`src/rtl/bfloat_mult_norm.sv`:
```
// bfloat16 multiplier back end: normalize, round, exponent bias and specials over a 2-stage valid/ready pipeline.
// Define BFLOAT_NORM_RNE_EN for round-to-nearest-even; otherwise the mantissa is truncated.
module bfloat_mult_norm #(
  parameter int EXP_BIAS = 127
) (
  input  logic        clk,
  input  logic        rst,
  input  logic        in_valid,
  output logic        in_ready,
  input  logic        in_sign_a,
  input  logic        in_sign_b,
  input  logic [7:0]  in_exp_a,
  input  logic [7:0]  in_exp_b,
  input  logic [15:0] in_man_prod,
  input  logic        in_nan,
  output logic        out_valid,
  input  logic        out_ready,
  output logic [15:0] out_result,
  output logic        out_ovf,
  output logic        out_unf
);

  logic               r_s1_valid;
  logic               r_s1_sign;
  logic               r_s1_zero;
  logic               r_s1_inf;
  logic               r_s1_nan;
  logic signed [9:0]  r_s1_esum;
  logic [15:0]        r_s1_prod;

  logic               r_out_valid;
  logic [15:0]        r_out_result;
  logic               r_out_ovf;
  logic               r_out_unf;

  logic               w_s2_adv;
  logic               w_in_ready;
  logic               w_zero;
  logic               w_inf;
  logic signed [9:0]  w_esum;

  logic [6:0]         w_m;
  logic [6:0]         w_m_r;
  logic               w_carry;
  logic               w_rup;
  logic signed [9:0]  w_e;
  logic signed [9:0]  w_e_r;
  logic [15:0]        w_result;
  logic               w_ovf;
  logic               w_unf;

  assign w_s2_adv   = !r_out_valid || out_ready;
  assign w_in_ready = !r_s1_valid || w_s2_adv;

  assign w_zero = (in_exp_a == 8'd0) || (in_exp_b == 8'd0);
  assign w_inf  = (in_exp_a == 8'hFF) || (in_exp_b == 8'hFF);
  // Zero-extended sum fits 10-bit signed range (-127..383) without wrap.
  assign w_esum = signed'({2'b00, in_exp_a} + {2'b00, in_exp_b} - 10'(EXP_BIAS));

  always_ff @(posedge clk) begin
    if (rst) begin
      r_s1_valid <= 1'b0;
      r_s1_sign  <= 1'b0;
      r_s1_zero  <= 1'b0;
      r_s1_inf   <= 1'b0;
      r_s1_nan   <= 1'b0;
      r_s1_esum  <= '0;
      r_s1_prod  <= '0;
    end else if (w_in_ready) begin
      r_s1_valid <= in_valid;
      if (in_valid) begin
        r_s1_sign <= in_sign_a ^ in_sign_b;
        r_s1_zero <= w_zero;
        r_s1_inf  <= w_inf;
        r_s1_nan  <= in_nan || (w_inf && w_zero);
        r_s1_esum <= w_esum;
        r_s1_prod <= in_man_prod;
      end
    end
  end

`ifdef BFLOAT_NORM_RNE_EN
  logic w_g;
  logic w_s;
  always_comb begin
    w_g   = r_s1_prod[15] ? r_s1_prod[7] : r_s1_prod[6];
    w_s   = r_s1_prod[15] ? (|r_s1_prod[6:0]) : (|r_s1_prod[5:0]);
    w_rup = w_g && (w_s || w_m[0]);
  end
`else
  logic w_unused_lo;
  assign w_unused_lo = ^r_s1_prod[6:0];
  assign w_rup       = 1'b0;
`endif

  always_comb begin
    w_m      = r_s1_prod[15] ? r_s1_prod[14:8] : r_s1_prod[13:7];
    w_e      = r_s1_prod[15] ? (r_s1_esum + 10'sd1) : r_s1_esum;
    // Mantissa carry-out on 7F+1 wraps m_r to 0 and bumps the exponent.
    {w_carry, w_m_r} = {1'b0, w_m} + {7'd0, w_rup};
    w_e_r    = w_e + signed'({9'd0, w_carry});
    w_result = {r_s1_sign, w_e_r[7:0], w_m_r};
    w_ovf    = 1'b0;
    w_unf    = 1'b0;
    if (r_s1_nan) begin
      w_result = 16'h7FC0;
    end else if (r_s1_inf) begin
      w_result = {r_s1_sign, 8'hFF, 7'h00};
    end else if (r_s1_zero) begin
      w_result = {r_s1_sign, 15'h0000};
    end else if (w_e_r >= 10'sd255) begin
      w_result = {r_s1_sign, 8'hFF, 7'h00};
      w_ovf    = 1'b1;
    end else if (w_e_r <= 10'sd0) begin
      w_result = {r_s1_sign, 15'h0000};
      w_unf    = 1'b1;
    end
  end

  always_ff @(posedge clk) begin
    if (rst) begin
      r_out_valid  <= 1'b0;
      r_out_result <= '0;
      r_out_ovf    <= 1'b0;
      r_out_unf    <= 1'b0;
    end else if (w_s2_adv) begin
      r_out_valid <= r_s1_valid;
      if (r_s1_valid) begin
        r_out_result <= w_result;
        r_out_ovf    <= w_ovf;
        r_out_unf    <= w_unf;
      end
    end
  end

  assign in_ready   = w_in_ready;
  assign out_valid  = r_out_valid;
  assign out_result = r_out_result;
  assign out_ovf    = r_out_ovf;
  assign out_unf    = r_out_unf;

endmodule
```
`config.mk`:
```
export PLATFORM = sky130hd
export DESIGN_NAME = bfloat_mult_norm
export DESIGN_NICKNAME = d
export VERILOG_FILES = /design/src/rtl/bfloat_mult_norm.sv
export SDC_FILE = /design/constraint.sdc
export NUM_CORES = 1
export LEC_CHECK = 0
export ABC_AREA = 1
export BUFFER_PORTS_ARGS = -buffer_cell sky130_fd_sc_hd__buf_2
export CAP_MARGIN = 25
export CORE_MARGIN = 1.5
export CORE_UTILIZATION = 54
export DETAILED_ROUTE_END_ITERATION = 10
export PLACE_DENSITY = 0.83
export SKIP_LAST_GASP = 1
export SYNTH_ARGS = -nofsm -noshare
export SYNTH_HDL_FRONTEND = slang
export SYNTH_SLANG_ARGS = --single-unit
```
`constraint.sdc`:
```
create_clock -name clk -period 2.6 [get_ports clk]
set_input_delay 0.26 -clock clk [delete_from_list [all_inputs] [get_ports clk]]
set_output_delay 0.26 -clock clk [all_outputs]
set_load 0.03 [all_outputs]
```
==> impl_results.md <==
* Most used routing layer in global routing: met2
* Pleak at between 1 and 1.5 nW
* PwrDens at roughly 540 nW/um^2
* Num Clock Sinks at between 40 and 50
* Hpwl dp at between 4000 and 5000 um
* CTS hold repair buffers at 0
* Setup Buffers After CTS at 0
* Die Ht at between 70 and 80 um
* Area Overhead vs Synth at 14.4%
* Tmin final at roughly 2.0 ns
* RSZ-0062 raised after global routing: false
* Largest net degree at the start of global routing at 34
* H-tree depth at 2
* Num rows at 24
* Setup ws final at 0.583 ns
* Cells after synthesis at 360
* First-pass detailed-route iteration total at 6
* Rel. slew slack at 0.617
* Met1 Usage GRT at 0.297
* Post-Synth Adder-Cell Area at 0.0869
* Initial Utilization at 0.570
* Nets at about 460
* GP Congestion at 0.851
* Yosys warns at 0
* Final worst-path cycle share at 0.776
* DR vias/cell at approximately 5.3
* Post_cts resized at 0
* Yosys cell types at 31
* Met3 usage at 0.0366
* Hold Vio Cnt, Final at 0
* Antenna violations before repair at 0
* Worst setup EP type: register
* Num ports at 59
* Multi-input gate area at ~1500 sq um
* Crit path from: r_s1_prod[15]$_SDFFE_PP0P_
* Skew-Pair Late Insertion Delay at roughly 0.30 ns
* Vias in the first global route at ~2200
* Global-route wire length before repair at around 9500 um
* WL final at ~5400 um
* Root Buffer: clkbuf_8
* Max frequency at between 400 and 500 MHz
* Hold/Removal Path Class: in2reg
* Worst IR Drop VDD at between 0.2 and 0.3 mV
* Met2 usage at 0.395
* Worst-path clk slew at approximately 0.09 ns
* Seq/Total Area, Yosys at 0.340
* Share of cells above drive strength 1 at 0.203
* Status: finished clean
* Total gr overflow at 0
* Simple-gate share of the synthesized area at 0.308
* Register area at ~860 sq um
* # DRC at 0
* Hold wc startpoint: in_man_prod[9]
* Compound-Gate Fraction of Synth Area at 0.158
* CTS tree: built
* Setup TNS at 0 ns
* Max cap viols at 0
* Syn_area_per_cell at 7.04 sq um
* Critical Path RT at 2.83 ns
* Die Wd at 71.5 um
* Commonest non-fill, non-tap cell in the layout: nand2_1
* Least-Margin Pin Slew at around 0.57 ns
* Detail Route Antenna Nets at 0
* Final Max Tran Viols at 0
* Design Power at roughly 1.6 mW
* Synth Area in XOR/XNOR at 0.0242
* Worst R2R Start: r_s1_prod[15]$_SDFFE_PP0P_
* Vias at between 2000 and 2500
* Final setup fails at 0
* DR iter-0 viols at between 150 and 200
* Synth Register Bits at 43
* Core Footprint at 4440 sq um
* CTS Buf Count at 5
* Largest family of logic cells by synthesized area: simple AND/OR/NAND/NOR gates
* Clock Path Buffers at 2
* Buffers on Ports at about 50
* Worst EP arrival at ~2.3 ns
* Fillcell total at 409
* Mux share of post-synthesis cell area at 0
* Drt wl/cell at 11.8 um
* Synthesized area at 2530 sq um
* Syn_nets at between 400 and 500
* Most frequent cells in the layout: 75 x nand2_1, 51 x buf_2, 43 x dfxtp_1
* Crit path max fanout at 14
* Clock skew at slightly above 0.009 ns
* Pre-CTS setup slack at ~0.44 ns
* Die area at around 5100 sq um
* All-Layer GR Usage at 0.229
* Critical path class: reg2reg
* Worst setup SP type: register
* Inserted Diodes at 0
-- cells by family (layout without fill, tap and decap cells) --
logic type               after synthesis  after routing
AO/OA/AOI/OAI                         77             77
XOR/XNOR                               7              7
flip-flops                            43             43
adder cells (fa/ha/maj)               17             17
AND/OR/NAND/NOR                      164            164
buffers and inverters                 52            101
-- critical path, cell delays in order, from the launching register on --
cell,delay (ns)
dfxtp_1,0.60
nand2_1,0.21
nor3_1,0.19
nand3_1,0.11
xor2_1,0.23
inv_2,0.14
nand2_4,0.18
nand4_1,0.13
a21oi_1,0.15
-- cell usage after synthesis, drive strengths merged --
library cell	instances	area share
buf	2	0.0089
o21bai	1	0.0030
inv	41	0.062
xnor2	1	0.0035
clkbuf	9	0.013
nand2	82	0.13
fa	1	0.0079
ha	16	0.079
nor2	39	0.065
o22ai	1	0.0025
dfxtp	43	0.34
xor2	6	0.021
nor4	5	0.012
nand3b	5	0.015
o211ai	1	0.0030
o21ai	32	0.063
nand4	13	0.032
nand3	17	0.041
a22o	1	0.0035
a21oi	39	0.077
nor3	3	0.0099
a211oi	2	0.0059
-- flip-flops by register name, summed over array words and instances (netlist names) --
register    flops
r_s1_nan        1
r_s1_prod       9
r_s1_valid      1
out_result     16
r_s1_inf        1
out_valid       1
out_unf         1
r_s1_esum      10
out_ovf         1
r_s1_zero       1
r_s1_sign       1
-- per-layer routing --
layer,vias to the layer above,wire length [um],part of all wire
met5,-,0,0
met4,0,68,0.013
met3,7,255,0.047
met2,66,2500,0.46
met1,1077,2600,0.48
li1,1296,-,-
-- report_power, final --
part | internal [mW] | leakage (nW) | total (mW) | switching, mW
registers | 0.705 | 0.354 | 0.742 | 0.0378
logic | 0.139 | 1.02 | 0.384 | 0.245
clock network | 0.192 | 0.0443 | 0.435 | 0.243
-- path summary, 6_finish.rpt --
path	to	slack (ns)	depth (start not counted)
setup / recovery	out_result[3]$_SDFFE_PP0P_	0.58	8
hold / removal	r_s1_prod[9]$_SDFFE_PP0P_	0.21	3
hold reg to reg	out_result[1]$_SDFFE_PP0P_	0.47	2
setup reg to reg	out_result[3]$_SDFFE_PP0P_	0.58	8
-- per-stage QoR --
step | std cells | cell area (sq um) | hold WS, ns | util
6_report | 461 | 2900 | 0.206 | 0.653
5_1_grt | 461 | 2900 | 0.223 | 0.653
4_1_cts | 461 | 2900 | 0.205 | 0.653
3_5_place_dp | 453 | 2810 | 0.457 | 0.631
3_3_place_gp | 453 | 2810 | 0.452 | 0.631
2_1_floorplan | 360 | 2530 | 0.427 | -
-- layout make-up --
type | instances | area share
Clock buffer | 5 | 0.0237
Clock inverter | 3 | 0.00863
Tap cell | 52 | 0.0224
Sequential cell | 43 | 0.297
Inverter | 41 | 0.0539
Multi-Input combinational cell | 265 | 0.504
Timing Repair Buffer | 52 | 0.0906
No activity file was read; power rests on OpenSTA's default activity.
